$ cat src/rtl/ntcrack_host_sequencer_if.sv
// Host streams (hash words in, recovered passwords out) plus the byte-serial cracker link.
// The master modport is the sequencer side; slave is the controller/cracker side.
interface ntcrack_host_sequencer_if #(
    parameter int HASH_BYTES     = 16,
    parameter int PASSWORD_BYTES = 20
);
    logic [8*HASH_BYTES-1:0]     hash_in_data;
    logic                        hash_in_valid;
    logic                        hash_in_ready;
    logic [7:0]                  new_hash_byte;
    logic                        store_hash_byte;
    logic                        go;
    logic                        match_found;
    logic                        my_turn;
    logic [7:0]                  password_byte;
    logic [8*PASSWORD_BYTES-1:0] pw_data;
    logic                        pw_valid;
    logic                        pw_ready;

    modport master (
        input  hash_in_data, hash_in_valid, match_found, my_turn, password_byte, pw_ready,
        output hash_in_ready, new_hash_byte, store_hash_byte, go, pw_data, pw_valid
    );

    modport slave (
        output hash_in_data, hash_in_valid, match_found, my_turn, password_byte, pw_ready,
        input  hash_in_ready, new_hash_byte, store_hash_byte, go, pw_data, pw_valid
    );
endinterface

$ cat src/rtl/ntcrack_host_sequencer.sv
// Host-side sequencer for the ntcrackfpga cracker: loads hashes, starts the search, reads passwords.
// Optional watchdog on every wait state is enabled by defining NTCRACK_HOST_TIMEOUT_EN.
module ntcrack_host_sequencer #(
    parameter int NUM_HASHES     = 2,
    parameter int HASH_BYTES     = 16,
    parameter int PASSWORD_BYTES = 20,
    parameter int STROBE_CYCLES  = 2,
    parameter int TIMEOUT_CYCLES = 1048576
) (
    input  logic                            clk_i,
    input  logic                            reset_i,
    ntcrack_host_sequencer_if.master        bus,
    input  logic                            start_i,
    output logic                            busy_o,
    output logic                            done_o,
    output logic                            error_o,
    output logic [7:0]                      hashes_loaded_o
);
    localparam int HW_W = 8 * HASH_BYTES;
    localparam int PW_W = 8 * PASSWORD_BYTES;
    localparam int BI_W = (HASH_BYTES > 1) ? $clog2(HASH_BYTES) : 1;
    localparam int PI_W = (PASSWORD_BYTES > 1) ? $clog2(PASSWORD_BYTES) : 1;
    localparam int SC_W = $clog2(STROBE_CYCLES + 1);

    typedef enum logic [3:0] {
        S_IDLE, S_B_WAIT, S_B_SETUP, S_B_STROBE, S_B_REL,
        S_G_WAIT, S_G_STROBE, S_G_REL, S_R_WAIT,
        S_P_CAP, S_P_STROBE, S_P_REL, S_EMIT, S_DONE
    } state_t;

    state_t            state_q, state_d, state_nxt_s;
    logic [HW_W-1:0]   word_q, word_d;
    logic [BI_W-1:0]   byte_idx_q, byte_idx_d;
    logic [PI_W-1:0]   pw_idx_q, pw_idx_d;
    logic [SC_W-1:0]   strobe_cnt_q, strobe_cnt_d;
    logic [7:0]        loaded_q, loaded_d;
    logic [PW_W-1:0]   pw_sr_q, pw_sr_d;
    logic [7:0]        nhb_q, nhb_d;
    logic              store_q, store_d;
    logic              go_q, go_d;
    logic              pw_valid_q, pw_valid_d;
    logic              hin_ready_q, hin_ready_d;
    logic              busy_q, busy_d;
    logic              done_q, done_d;
    logic              strobe_last_s;
    logic              is_strobe_s;
    logic              timeout_s;

    assign strobe_last_s = (strobe_cnt_q == SC_W'(STROBE_CYCLES - 1));
    assign is_strobe_s   = (state_q == S_B_STROBE) || (state_q == S_G_STROBE) ||
                           (state_q == S_P_STROBE);

`ifdef NTCRACK_HOST_TIMEOUT_EN
    localparam int WD_W = $clog2(TIMEOUT_CYCLES + 1);

    logic [WD_W-1:0]   wdog_q, wdog_d;
    logic              error_q, error_d;
    logic              is_wait_s;

    assign is_wait_s = (state_q == S_B_WAIT) || (state_q == S_G_WAIT) ||
                       (state_q == S_R_WAIT) || (state_q == S_P_CAP);
    // Progress on the final cycle beats the watchdog.
    assign timeout_s = is_wait_s && (state_nxt_s == state_q) &&
                       (wdog_q == WD_W'(TIMEOUT_CYCLES - 1));

    // Watchdog counts cycles spent in one wait state; error is sticky until reset.
    always_comb begin
        wdog_d  = (is_wait_s && (state_nxt_s == state_q)) ? wdog_q + WD_W'(1) : WD_W'(0);
        error_d = error_q | timeout_s;
    end

    // Watchdog registers.
    always_ff @(posedge clk_i) begin
        if (reset_i) begin
            wdog_q  <= WD_W'(0);
            error_q <= 1'b0;
        end else begin
            wdog_q  <= wdog_d;
            error_q <= error_d;
        end
    end

    assign error_o = error_q;
`else
    assign timeout_s = 1'b0;
    assign error_o   = 1'b0;
`endif

    // State register.
    always_ff @(posedge clk_i) begin
        if (reset_i) begin
            state_q <= S_IDLE;
        end else begin
            state_q <= state_d;
        end
    end

    // Next-state logic.
    always_comb begin
        state_nxt_s = state_q;
        case (state_q)
            S_IDLE: begin
                if (start_i && (loaded_q == 8'(NUM_HASHES))) begin
                    state_nxt_s = S_G_WAIT;
                end else if (bus.hash_in_valid && hin_ready_q) begin
                    state_nxt_s = S_B_WAIT;
                end else begin
                    state_nxt_s = S_IDLE;
                end
            end
            S_B_WAIT:   state_nxt_s = bus.my_turn ? S_B_SETUP : S_B_WAIT;
            S_B_SETUP:  state_nxt_s = S_B_STROBE;
            S_B_STROBE: state_nxt_s = strobe_last_s ? S_B_REL : S_B_STROBE;
            S_B_REL:    state_nxt_s = (byte_idx_q == BI_W'(HASH_BYTES - 1)) ? S_IDLE : S_B_WAIT;
            S_G_WAIT:   state_nxt_s = bus.my_turn ? S_G_STROBE : S_G_WAIT;
            S_G_STROBE: state_nxt_s = strobe_last_s ? S_G_REL : S_G_STROBE;
            S_G_REL:    state_nxt_s = S_R_WAIT;
            S_R_WAIT: begin
                if (bus.my_turn) begin
                    state_nxt_s = bus.match_found ? S_P_CAP : S_DONE;
                end else begin
                    state_nxt_s = S_R_WAIT;
                end
            end
            S_P_CAP:    state_nxt_s = bus.my_turn ? S_P_STROBE : S_P_CAP;
            S_P_STROBE: state_nxt_s = strobe_last_s ? S_P_REL : S_P_STROBE;
            S_P_REL:    state_nxt_s = (pw_idx_q == PI_W'(PASSWORD_BYTES - 1)) ? S_EMIT : S_P_CAP;
            S_EMIT:     state_nxt_s = (pw_valid_q && bus.pw_ready) ? S_R_WAIT : S_EMIT;
            S_DONE:     state_nxt_s = S_DONE;
            default:    state_nxt_s = S_IDLE;
        endcase
        state_d = timeout_s ? S_DONE : state_nxt_s;
    end

    // Datapath updates and next values of the registered outputs.
    always_comb begin
        word_d       = word_q;
        byte_idx_d   = byte_idx_q;
        pw_idx_d     = pw_idx_q;
        loaded_d     = loaded_q;
        pw_sr_d      = pw_sr_q;
        nhb_d        = nhb_q;
        strobe_cnt_d = (is_strobe_s && (state_d == state_q)) ? strobe_cnt_q + SC_W'(1) : SC_W'(0);
        case (state_q)
            S_IDLE: begin
                word_d     = (state_d == S_B_WAIT) ? bus.hash_in_data : word_q;
                byte_idx_d = (state_d == S_B_WAIT) ? BI_W'(0) : byte_idx_q;
            end
            S_B_WAIT: nhb_d = (state_d == S_B_SETUP) ? word_q[8*byte_idx_q +: 8] : nhb_q;
            S_B_REL: begin
                loaded_d   = (state_d == S_IDLE) ? loaded_q + 8'd1 : loaded_q;
                byte_idx_d = (state_d == S_B_WAIT) ? byte_idx_q + BI_W'(1) : byte_idx_q;
            end
            S_R_WAIT: pw_idx_d = (state_d == S_P_CAP) ? PI_W'(0) : pw_idx_q;
            // First byte captured ends up in the top byte after the last shift.
            S_P_CAP:  pw_sr_d  = (state_d == S_P_STROBE) ?
                                 ((pw_sr_q << 4'd8) | PW_W'(bus.password_byte)) : pw_sr_q;
            S_P_REL:  pw_idx_d = (state_d == S_P_CAP) ? pw_idx_q + PI_W'(1) : pw_idx_q;
            default: begin
                word_d = word_q;
            end
        endcase
        store_d     = (state_d == S_B_STROBE);
        go_d        = (state_d == S_G_STROBE) || (state_d == S_P_STROBE);
        pw_valid_d  = (state_d == S_EMIT);
        hin_ready_d = (state_d == S_IDLE) && (loaded_d < 8'(NUM_HASHES));
        busy_d      = (state_d != S_IDLE) && (state_d != S_DONE);
        done_d      = (state_d == S_DONE);
    end

    // Datapath and output registers.
    always_ff @(posedge clk_i) begin
        if (reset_i) begin
            word_q       <= HW_W'(0);
            byte_idx_q   <= BI_W'(0);
            pw_idx_q     <= PI_W'(0);
            strobe_cnt_q <= SC_W'(0);
            loaded_q     <= 8'd0;
            pw_sr_q      <= PW_W'(0);
            nhb_q        <= 8'd0;
            store_q      <= 1'b0;
            go_q         <= 1'b0;
            pw_valid_q   <= 1'b0;
            hin_ready_q  <= 1'b0;
            busy_q       <= 1'b0;
            done_q       <= 1'b0;
        end else begin
            word_q       <= word_d;
            byte_idx_q   <= byte_idx_d;
            pw_idx_q     <= pw_idx_d;
            strobe_cnt_q <= strobe_cnt_d;
            loaded_q     <= loaded_d;
            pw_sr_q      <= pw_sr_d;
            nhb_q        <= nhb_d;
            store_q      <= store_d;
            go_q         <= go_d;
            pw_valid_q   <= pw_valid_d;
            hin_ready_q  <= hin_ready_d;
            busy_q       <= busy_d;
            done_q       <= done_d;
        end
    end

    assign bus.hash_in_ready   = hin_ready_q;
    assign bus.new_hash_byte   = nhb_q;
    assign bus.store_hash_byte = store_q;
    assign bus.go              = go_q;
    assign bus.pw_data         = pw_sr_q;
    assign bus.pw_valid        = pw_valid_q;
    assign busy_o              = busy_q;
    assign done_o              = done_q;
    assign hashes_loaded_o     = loaded_q;
endmodule

$ cat src/flat_wrapper.sv
// flat-port wrapper written by rule: the top's interface ports become plain ports
module ntcrack_host_sequencer_flat 
#(
    parameter int NUM_HASHES     = 2,
    parameter int HASH_BYTES     = 16,
    parameter int PASSWORD_BYTES = 20,
    parameter int STROBE_CYCLES  = 2,
    parameter int TIMEOUT_CYCLES = 1048576
)
  (clk_i, reset_i, start_i, busy_o, done_o, error_o, hashes_loaded_o, bus_hash_in_data, bus_hash_in_valid, bus_match_found, bus_my_turn, bus_password_byte, bus_pw_ready, bus_hash_in_ready, bus_new_hash_byte, bus_store_hash_byte, bus_go, bus_pw_data, bus_pw_valid);
  ntcrack_host_sequencer_if #(.HASH_BYTES(HASH_BYTES), .PASSWORD_BYTES(PASSWORD_BYTES)) bus_i ();
  input  logic clk_i;
  input  logic reset_i;
  input  logic start_i;
  output logic busy_o;
  output logic done_o;
  output logic error_o;
  output logic [7:0] hashes_loaded_o;
  input wire logic [$bits(bus_i.hash_in_data)-1:0] bus_hash_in_data;
  input wire logic [$bits(bus_i.hash_in_valid)-1:0] bus_hash_in_valid;
  input wire logic [$bits(bus_i.match_found)-1:0] bus_match_found;
  input wire logic [$bits(bus_i.my_turn)-1:0] bus_my_turn;
  input wire logic [$bits(bus_i.password_byte)-1:0] bus_password_byte;
  input wire logic [$bits(bus_i.pw_ready)-1:0] bus_pw_ready;
  output wire logic [$bits(bus_i.hash_in_ready)-1:0] bus_hash_in_ready;
  output wire logic [$bits(bus_i.new_hash_byte)-1:0] bus_new_hash_byte;
  output wire logic [$bits(bus_i.store_hash_byte)-1:0] bus_store_hash_byte;
  output wire logic [$bits(bus_i.go)-1:0] bus_go;
  output wire logic [$bits(bus_i.pw_data)-1:0] bus_pw_data;
  output wire logic [$bits(bus_i.pw_valid)-1:0] bus_pw_valid;
  assign bus_i.hash_in_data = bus_hash_in_data;
  assign bus_i.hash_in_valid = bus_hash_in_valid;
  assign bus_i.match_found = bus_match_found;
  assign bus_i.my_turn = bus_my_turn;
  assign bus_i.password_byte = bus_password_byte;
  assign bus_i.pw_ready = bus_pw_ready;
  assign bus_hash_in_ready = bus_i.hash_in_ready;
  assign bus_new_hash_byte = bus_i.new_hash_byte;
  assign bus_store_hash_byte = bus_i.store_hash_byte;
  assign bus_go = bus_i.go;
  assign bus_pw_data = bus_i.pw_data;
  assign bus_pw_valid = bus_i.pw_valid;
  ntcrack_host_sequencer #(.NUM_HASHES(NUM_HASHES), .HASH_BYTES(HASH_BYTES), .PASSWORD_BYTES(PASSWORD_BYTES), .STROBE_CYCLES(STROBE_CYCLES), .TIMEOUT_CYCLES(TIMEOUT_CYCLES)) u_core (.clk_i(clk_i), .reset_i(reset_i), .bus(bus_i), .start_i(start_i), .busy_o(busy_o), .done_o(done_o), .error_o(error_o), .hashes_loaded_o(hashes_loaded_o));
endmodule
$ cat config.mk
export PLATFORM = sky130hd
export DESIGN_NAME = ntcrack_host_sequencer_flat
export DESIGN_NICKNAME = d
export VERILOG_FILES = /design/src/rtl/ntcrack_host_sequencer_if.sv /design/src/rtl/ntcrack_host_sequencer.sv /design/src/flat_wrapper.sv
export SDC_FILE = /design/constraint.sdc
export NUM_CORES = 1
export LEC_CHECK = 0
export CAP_MARGIN = 20
export CORE_MARGIN = 2
export CORE_UTILIZATION = 51
export CTS_BUF_LIST = sky130_fd_sc_hd__clkbuf_8
export CTS_CLUSTER_DIAMETER = 50
export DETAILED_ROUTE_END_ITERATION = 12
export HOLD_SLACK_MARGIN = 0.03
export PLACE_DENSITY = 0.83
export SLEW_MARGIN = 20
export SYNTH_ARGS = -nofsm -noshare
export SYNTH_HDL_FRONTEND = slang
export SYNTH_SLANG_ARGS = --single-unit
export TNS_END_PERCENT = 100
$ cat constraint.sdc
create_clock -name clk_i -period 3.4 [get_ports clk_i]
set_input_delay 0.68 -clock clk_i [delete_from_list [all_inputs] [get_ports clk_i]]
set_output_delay 0.68 -clock clk_i [all_outputs]
set_load 0.01 [all_outputs]
# Word-level counts from Yosys, hierarchy flattened
# Index checks and enable logic that the tools add are counted.
# op_classes
addsub	4
order_cmp	1
eq_ne	31
shifts	1
muxes	22
bitwise	2
n_reduce_logical	20
# ops
operator	n
160-bit by 8-bit OR with 160-bit output	1
128-bit by 8-bit indexed part select with 8-bit output	1
4-bit one-hot mux with 14 select lines	1
4-bit == test (second input constant)	11
4-bit by 3-bit == test with 1-bit output (second input constant)	5
4-bit by 2-bit == test with 1-bit output (second input constant)	4
4-bit two-way mux	4
8-bit two-way mux	2
3-bit two-way mux	4
5-bit two-way mux	2
5-bit one-hot mux with 2 select lines	1
8-bit by 1-bit adder with 8-bit output (second input constant)	1
4-bit by 1-bit == test with 1-bit output (second input constant)	2
8-bit by 2-bit == test with 1-bit output (second input constant)	1
4-bit zero test	2
8-bit by 2-bit < comparator with 1-bit output (second input constant)	1
2-bit by 1-bit inequality test with 1-bit output (second input constant)	4
4-bit one-hot mux with 2 select lines	1
1-bit logical AND	6
2-bit two-way mux	3
2-bit AND reduction	3
3-bit AND reduction	2
5-bit by 1-bit adder with 5-bit output (second input constant)	1
5-bit == test (second input constant)	1
11 further kinds	17
# totals
ff_bits	325
in_bits	143
out_inout_bits	183
word_cells	95

# Depth between registers and ports, before layout
# Gate-level depths: netlist (run 1).
# depth
depth_word	9
ltp_mapped	11
depth_no_buf	8

# Worst setup path before layout (run 1)
# Ideal clock, no wire load.
# synth_timing
kind	register to register
startpoint	register u_core.byte_idx_q[0]
endpoint	register u_core.nhb_q[0] (netlist: u_core.bus.new_hash_byte[0])
setup_time_ns	0.128
arrival_ns	2.298
required_time_ns	3.272
setup_slack_ns	0.974
path_stages_with_launch	7
path_buffers	2
period_less_slack_ns	2.426
path_cell_list	dfxtp_1 > clkbuf_1 > clkbuf_1 > mux4_2 > mux4_2 > mux2i_1 > nor2_1
# synth_between
elab_chain_cells	5
elab_cells_between_ends	6
cone_classes	eq/ne: 2; shift: 1; mux: 2; reduce/logical: 1
# synth_lines
item	line_no	text
from (decl)	ntcrack_host_sequencer.sv:33	logic [BI_W-1:0] byte_idx_q, byte_idx_d;
from (signal assigned)	ntcrack_host_sequencer.sv:189	byte_idx_q <= byte_idx_d;
4-bit == test	ntcrack_host_sequencer.sv:114	S_B_REL: state_nxt_s = (byte_idx_q == BI_W'(HASH_BYTES - 1)) ? S_IDLE : S_B_WAIT;
1-bit two-way mux	ntcrack_host_sequencer.sv:114	
4-bit one-hot mux with 14 select lines	ntcrack_host_sequencer.sv:101	case (state_q)
4-bit by 2-bit == test with 1-bit output	ntcrack_host_sequencer.sv:149	S_B_WAIT: nhb_d = (state_d == S_B_SETUP) ? word_q[8*byte_idx_q +: 8] : nhb_q;
2-bit AND reduction (no line)	--	
to (signal assigned)	ntcrack_host_sequencer.sv:194	nhb_q <= nhb_d;
to (decl)	ntcrack_host_sequencer.sv:38	logic [7:0] nhb_q, nhb_d;
# Parallel ways exist; a longest one is shown, timed or not.
# A chain may end at the register's enable or synchronous reset.

# Worst setup path after layout (run 1)
# layout_timing
startpoint	register u_core.state_q[3]
endpoint	register u_core.word_q[118]
# layout_between
elab_chain_cells	4
elab_cells_between_ends	17
cone_classes	eq/ne: 14; mux: 1; reduce/logical: 2
# layout_lines
item	line_no	text
from (decl)	ntcrack_host_sequencer.sv:31	state_t state_q, state_d, state_nxt_s;
from (signal assigned)	ntcrack_host_sequencer.sv:94	state_q <= state_d;
4-bit == test, or another cell as far along	ntcrack_host_sequencer.sv:101	
4-bit one-hot mux with 14 select lines	ntcrack_host_sequencer.sv:101	
4-bit by 1-bit == test with 1-bit output	ntcrack_host_sequencer.sv:146	word_d = (state_d == S_B_WAIT) ? bus.hash_in_data : word_q;
2-bit AND reduction (no line) *	--	
to (signal assigned)	ntcrack_host_sequencer.sv:188	word_q <= word_d;
to (decl)	ntcrack_host_sequencer.sv:32	logic [HW_W-1:0] word_q, word_d;
# Every way passes the cells marked *; elsewhere a longest branch is shown, timed or not.

==> results of run 1 <==
-- per-stage QoR --
step,worst slack [ns],utilization (%),total power [µW],std cells
2_1_floorplan,0.974,-,6260,1546
3_3_place_gp,0.365,66.3,6930,2090
3_5_place_dp,0.370,66.3,7030,2090
4_1_cts,0.484,70.5,10200,2183
5_1_grt,0.264,70.5,10700,2183
6_report,0.441,70.5,10200,2183
-- layout make-up --
| class | count | share of cell area [%] |
|---|---|---|
| clock buffer | 65 | 5.19 |
| clock inverter | 28 | 0.733 |
| inverter | 6 | 0.131 |
| multi-input combinational | 1092 | 33.6 |
| sequential | 325 | 37.7 |
| tap | 324 | 2.35 |
| timing repair buffer | 343 | 20.3 |
-- cell usage in the layout, fill, tap and decap left out, types with 5 or more instances in the layout --
cell type and count:
nand2b_1 7, ha_1 5, buf_4 10, inv_1 26
nand2_1 589, nor3_1 6, dfxtp_1 324, mux4_2 40
clkinv_2 5, clkbuf_8 65, clkdlybuf4s50_1 323, nand3_1 17
and3_1 5, o21ai_0 10, mux2i_1 10, a21oi_1 298
buf_12 9, nor2_1 31
-- routing by layer --
layer | GRT usage, % | up-vias | part of all wire (%)
li1 | - | 5733 | -
met1 | 33.4 | 5547 | 40
met2 | 45.8 | 430 | 49
met3 | 6.32 | 104 | 7.3
met4 | 11.3 | 2 | 4.0
met5 | 0 | - | 0.035
-- kinds of logic (layout without fill, tap and decap cells) --
group | after synthesis | count (layout) | share of synthesized area, %
AOI/OAI and AO/OA | 338 | 338 | 14.0
xor gates and xnor gates | 6 | 6 | 0.410
adders and majority gates | 5 | 5 | 0.489
buffers and inverters | 129 | 442 | 4.26
DFF | 325 | 325 | 50.8
muxes | 52 | 52 | 7.99
other | 1 | 1 | 0.0293
and+or+nand+nor | 690 | 690 | 22.0
-- power groups by stage --
stage	logic (µW)	registers [µW]	clock network, µW
2_1_floorplan	1710	4560	0
3_3_place_gp	2280	4640	0
3_5_place_dp	2360	4670	0
4_1_cts	2370	4590	3280
5_1_grt	2630	4650	3450
6_report	2370	4600	3220
-- final timing paths --
check                                                    startpoint  depth (start not counted)  slack, ns                                   to
worst min-delay path            u_core.bus.pw_data[16]$_SDFFE_PP0P_                          2       0.44  u_core.bus.pw_data[24]$_SDFFE_PP0P_
worst min register to register  u_core.bus.pw_data[16]$_SDFFE_PP0P_                          2       0.44  u_core.bus.pw_data[24]$_SDFFE_PP0P_
worst max register to register         u_core.state_q[3]$_SDFF_PP0_                          7       0.44      u_core.word_q[118]$_SDFFE_PP0P_
worst max-delay path                   u_core.state_q[3]$_SDFF_PP0_                          7       0.44      u_core.word_q[118]$_SDFFE_PP0P_
-- flip-flops by register name, summed over array words and instances, names as in the netlist --
register                    count
u_core.bus.pw_valid             1
u_core.done_o                   1
u_core.bus.hash_in_ready        1
u_core.strobe_cnt_q             2
u_core.byte_idx_q               4
u_core.pw_idx_q                 5
u_core.bus.new_hash_byte        8
u_core.state_q                  4
u_core.busy_o                   1
u_core.word_q                 128
u_core.bus.store_hash_byte      1
u_core.bus.go                   1
u_core.hashes_loaded_o          8
u_core.bus.pw_data            160
-- cells in the mapped netlist (2+ instances only) --
cell	count
nand2_1	589
dfxtp_1	325
a21oi_1	298
clkbuf_1	84
mux4_2	40
buf_2	34
nor2_1	32
nand3_1	17
mux2i_1	10
o21ai_0	10
nand2b_1	7
inv_1	6
nor3_1	6
and3_1	5
ha_1	5
a211oi_1	4
nand3b_1	4
nand4_1	4
or4_1	4
xor2_1	4
a22oi_1	3
a31oi_1	3
and4b_1	3
a2111oi_1	2
a21boi_0	2
a311oi_1	2
buf_1	2
buf_6	2
mux2_2	2
nor2b_1	2
nor4_1	2
nor4_4	2
o211ai_1	2
o22ai_1	2
o31ai_1	2
or2_2	2
or3_1	2
xnor2_1	2
-- tightest hold or removal path, cell delays in order (launching register included) --
cell	delay, ns
dfxtp_1	0.32
nand2_1	0.06
a21oi_1	0.05
==> impl_metrics.ini, run 1 <==
[place]
placement.io_buffers = 324
detailed_place_hpwl_mm = 25.8
placer_congestion = 0.914
detailed_place.area_um2 = 16200

[logic_synthesis]
synth-edff-count = 0
post_synth_num_cell_types = 57
share_of_the_synthesized_area_in_the_top_cell_type_pct = 50.8
mappedNetlistNets = 1694
synth-seq-area-share_pct = 50.8
syn_area_um2 = 12800
flip_flop_and_latch_count_after_synthesis = 325
synth_ff_type = dfxtp_1
yosysWarnings = 0
synthArstFlopShare_pct = 0
synthesis.area_per_instance_um2 = 8.28
synth.top_cells.by_area = dfxtp_1, nand2_1, a21oi_1
netlist.top_cell.by_area = dfxtp_1
synthCells = 1546

[finish]
layout.filler_cells = 1851
areaGrowthSynthToFinish_pct = 34.7
nNetsFinal = 1967
final_cell_area_um2 = 17300
multi_input_area_um2 = 5790
antenna-diode-count = 0
seq_area_um2 = 6510
layout-drive-gt1-share_pct = 8.07

[die]
ios = 326
die-width_um = 162
placementRows = 57
dieHeight_um = 162
initial_utilization_pct = 52.4
core_area_um2 = 24500
floorplan.die_area_um2 = 26400

[clock_tree]
cts_tree = done
cts_htree_levels = 2
root_buffer = clkbuf_8
cts_hold_buffers = 0
post_cts_resize_count = 0
worst_skew_pair.late_latency_ns = 0.58
number_of_clock_sinks_seen_by_cts = 325
cts_buffer_depth = 3
cts_buffers = 51
cts.clk_slew.worst_paths_ns = 0.06
postCtsSetupBuffers = 0

[grt]
grt_pass1_vias = 11100
grtUsageTotal_pct = 27.1
grt_pass1_wl_mm = 57.2
total_global_routing_overflow = 0
largest_net_degree_at_the_start_of_global_routing = 149
antenna_violations_before_repair = 1

[sta]
timing.final.max_slew_violations = 0
slew-limit-headroom_pct = 52.6
clock_skew_ns = 0.0392
final_hold_viol_count = 0
timing.hold.ws_ns = 0.439
post-route-period-util_pct = 87.0
max_freq_mhz = 338
rsz0062_at_grt = false
setup-violations-final = 0
period_minus_slack_ns = 2.96
tightest_slew_ns = 0.711
setup-tns-final_ns = 0

[pwr]
p_sw_uw = 3170
power_density_over_the_cells_nw_per_um2 = 591
vdd_ir_drop_max_v = 0.000456
seqPwrFrac_pct = 45.1
power.clock.fraction_pct = 31.6
pwr-share-comb_pct = 23.2
cell_internal_power_uw = 7020
leakage_power_uw = 0.00591
switching_share_pct = 31.1

[outcome]
outcome = complete, no violations

[route]
firstDrtPassIters = 7
vias_per_cell = 5.41
dr.first_iter.drc_count = 1129
dr_wl_cell_um = 16.8
antenna_violating_nets_post_route = 0
num_vias = 11800
routed_wirelength_mm = 36.6
post-route-drc-count = 0

[worst_setup_path]
path_class = reg2reg
path_cells = nand2b_1, or4b_1, and3_1, o2111a_4, buf_12, nand2_1, a21oi_1
critPathTopFamily = simple AND/OR/NAND/NOR gates
worstSetupStartpointType = register
crit_fanout = 128
critical_path_buf_inv_count = 1
worst_path_max_delay_cell = dfxtp_1
worst_ep_arrival_time_ns = 3.36
worst_setup_path_end_kind = register
crit_path_max_incr_delay_ns = 0.72
timing.critical_path.required_ns = 3.80

[hold_path]
worstHoldPathType = reg2reg

[run]
cap_viol_max_count = 0
(Power assumes the default switching activity.)
==> run 2, diff against run 1 <==
--- a/config.mk
+++ b/config.mk
@@ -7,12 +7,12 @@
 export LEC_CHECK = 0
 export CAP_MARGIN = 20
 export CORE_MARGIN = 2
-export CORE_UTILIZATION = 51
+export CORE_UTILIZATION = 46
 export CTS_BUF_LIST = sky130_fd_sc_hd__clkbuf_8
 export CTS_CLUSTER_DIAMETER = 50
 export DETAILED_ROUTE_END_ITERATION = 12
 export HOLD_SLACK_MARGIN = 0.03
-export PLACE_DENSITY = 0.83
+export PLACE_DENSITY = 0.79
 export SLEW_MARGIN = 20
 export SYNTH_ARGS = -nofsm -noshare
 export SYNTH_HDL_FRONTEND = slang
==> constraint.sdc (replaced) <==
create_clock -name clk_i -period 2.4 [get_ports clk_i]
set_input_delay 0.48 -clock clk_i [delete_from_list [all_inputs] [get_ports clk_i]]
set_output_delay 0.48 -clock clk_i [all_outputs]
set_load 0.01 [all_outputs]
==> run 2 against run 1 <==
First-iteration DRC count is 26% lower. Largest power group unchanged. Die area is 11% higher. Utilization is 4.9 points lower. Clock skew is 0.0052 ns lower. Non-clock buffer count is 74 higher. Via count is 2.6% higher. Sequential share of layout area is 1.8 points lower. Cell count is 5.9% higher. Register-to-register slack worse by 0.36 ns. Critical path depth is 2 higher.
==> impl_metrics.ini, run 2 (same netlist as run 1, synthesis figures left out) <==
[pwr]
switching_share_pct = 31.0
design_power_total_uw = 15100
power_density_over_the_cells_nw_per_um2 = 834
p_sw_uw = 4690
vdd_ir_drop_max_v = 0.000624
leakage_power_uw = 0.00633
power.clock.fraction_pct = 30.5
seqPwrFrac_pct = 43.0
pwr-share-comb_pct = 26.5
cell_internal_power_uw = 10400

[die]
floorplan.die_area_um2 = 29200
initial_utilization_pct = 46.3
dieHeight_um = 171
core_area_um2 = 27600
die-width_um = 171
placementRows = 61
ios = 326

[route]
routed_wirelength_mm = 38.0
dr_wl_cell_um = 16.4
vias_per_cell = 5.24
dr.first_iter.drc_count = 838
num_vias = 12100
post-route-drc-count = 0
antenna_violating_nets_post_route = 0
firstDrtPassIters = 5

[hold_path]
worstHoldPathType = in2reg
timing.hold.worst_endpoint = u_core.word_q[7]$_SDFFE_PP0P_
hp-start = reset_i
whs_path_depth = 2

[finish]
final_cell_area_um2 = 18100
max_reg_flops = 160
areaGrowthSynthToFinish_pct = 41.6
mostFrequentLayoutCell = nand2_1
layoutNonFillerInstCount = 2312
most-common-layout-cells = nand2_1, clkdlybuf4s50_1, dfxtp_1
nNetsFinal = 2042
layout.filler_cells = 2282
layout-drive-gt1-share_pct = 12.8

[worst_setup_path]
path_class = reg2reg
critPathTopFamily = simple AND/OR/NAND/NOR gates
crit_fanout = 25
worst_path_max_delay_cell = or4b_4
reg2reg_from = u_core.state_q[0]$_SDFF_PP0_
timing.critical_path.required_ns = 2.89
path_cells = buf_4, or2_2, or4b_4, and3_4, o2111ai_4, buf_12, buf_12, nand2_1, a21oi_1
start_point_of_the_critical_path = u_core.state_q[0]$_SDFF_PP0_
most_repeated_library_cell_on_the_critical_path = buf_12
crit_path_max_incr_delay_ns = 0.51
worstSetupStartpointType = register
ff2ff_setup_slack_ns = 0.08
worst_r2r_path_depth = 9
worst_setup_path_end_kind = register
critical_path_buf_inv_count = 3
r2r_end = u_core.word_q[95]$_SDFFE_PP0P_
worst_ep_arrival_time_ns = 2.81

[sta]
slew-limit-headroom_pct = 60.6
timing.final.max_slew_violations = 0
post-route-worst-setup-slack_ns = 0.0779
period_minus_slack_ns = 2.32
rsz0062_at_grt = true
post-route-period-util_pct = 96.8
setup-violations-final = 0
tightest_slew_ns = 0.591
clock_skew_ns = 0.0340
final_hold_viol_count = 0
max_freq_mhz = 431

[grt]
largest_net_degree_at_the_start_of_global_routing = 100
total_global_routing_overflow = 0
grt_pass1_wl_mm = 58.7
grtUsageTotal_pct = 25.1
grt_pass1_vias = 11500
antenna_violations_before_repair = 2

[clock_tree]
cts_buffers = 52
root_buffer = clkbuf_8
cts_hold_buffers = 0
postCtsSetupBuffers = 0
cts.clk_slew.worst_paths_ns = 0.06
cts_tree = done
cts_buffer_depth = 3
cts_htree_levels = 2
worst_skew_pair.late_latency_ns = 0.58
number_of_clock_sinks_seen_by_cts = 325

[place]
detailed_place_hpwl_mm = 26.9
post_place_cells = 2218
placer_congestion = 0.842
detailed_place.area_um2 = 17000
placement.io_buffers = 324
preCtsSetupSlack_ns = -0.317

[outcome]
outcome = complete, no violations

[run]
cap_viol_max_count = 0
## run 2: layer usage
metal / vias up / wire length (µm) / GRT usage (%)
li1: 5875 / - / -
met1: 5677 / 15300 / 31.2
met5: - / 11 / 0
met4: 2 / 1430 / 11.0
met2: 473 / 18400 / 42.2
met3: 99 / 2870 / 5.18
## run 2: area by class of cell
type                            instances  area [µm²]  area share [%]
Antenna cell                            1        2.50          0.0138
Tap cell                              378         473            2.61
Clock buffer                           66         908            5.01
Sequential cell                       325        6520            35.9
Clock inverter                         27         129           0.711
Multi-Input combinational cell       1092        5880            32.4
Inverter                                6        22.5           0.124
Timing Repair Buffer                  417        4200            23.2
## run 2: timing repair
item	4_1_cts	5_1_grt
pin swaps	0	1
hold endpoints to repair	0	0
setup endpoints to repair	134	138
resized for setup	6	23
## run 2: power by group through the flow
stage / Clock, µW / Sequential (µW) / Combinational, µW
5_1_grt: 4940 / 6550 / 4360
3_5_place_dp: 0 / 6590 / 3920
4_1_cts: 4690 / 6480 / 3950
2_1_floorplan: 0 / 6450 / 2420
6_report: 4620 / 6500 / 4010
3_3_place_gp: 0 / 6550 / 3820
## run 2: metrics by stage
stage | hold slack (ns) | TNS [ns] | utilization (%)
after floorplan | 0.411 | 0 | -
after global placement | 0.424 | -29.80 | 61.5
after detailed placement | 0.443 | -34.13 | 61.5
after CTS | 0.220 | 0 | 65.3
after global routing | 0.246 | -0.0800 | 65.6
final | 0.251 | 0 | 65.6
## run 2: worst reg2reg max path, cell delays in order (launching register included)
cell,delay (ns)
dfxtp_2,0.35
buf_4,0.17
or2_2,0.32
or4b_4,0.51
and3_4,0.20
o2111ai_4,0.10
buf_12,0.19
buf_12,0.18
nand2_1,0.08
a21oi_1,0.15
## run 2: worst max path at each step
stage / endpoint / slack [ns] / depth (start not counted)
finish: u_core.word_q[95]$_SDFFE_PP0P_ / 0.08 / 9
global route: u_core.strobe_cnt_q[0]$_SDFF_PP0_ / -0.03 / 9
CTS: u_core.word_q[95]$_SDFFE_PP0P_ / 0.004 / 9
detailed placement: u_core.strobe_cnt_q[1]$_SDFF_PP0_ / -0.32 / 7
global placement: u_core.strobe_cnt_q[1]$_SDFF_PP0_ / -0.31 / 7
floorplan: u_core.strobe_cnt_q[0]$_SDFF_PP0_ / 0.04 / 8
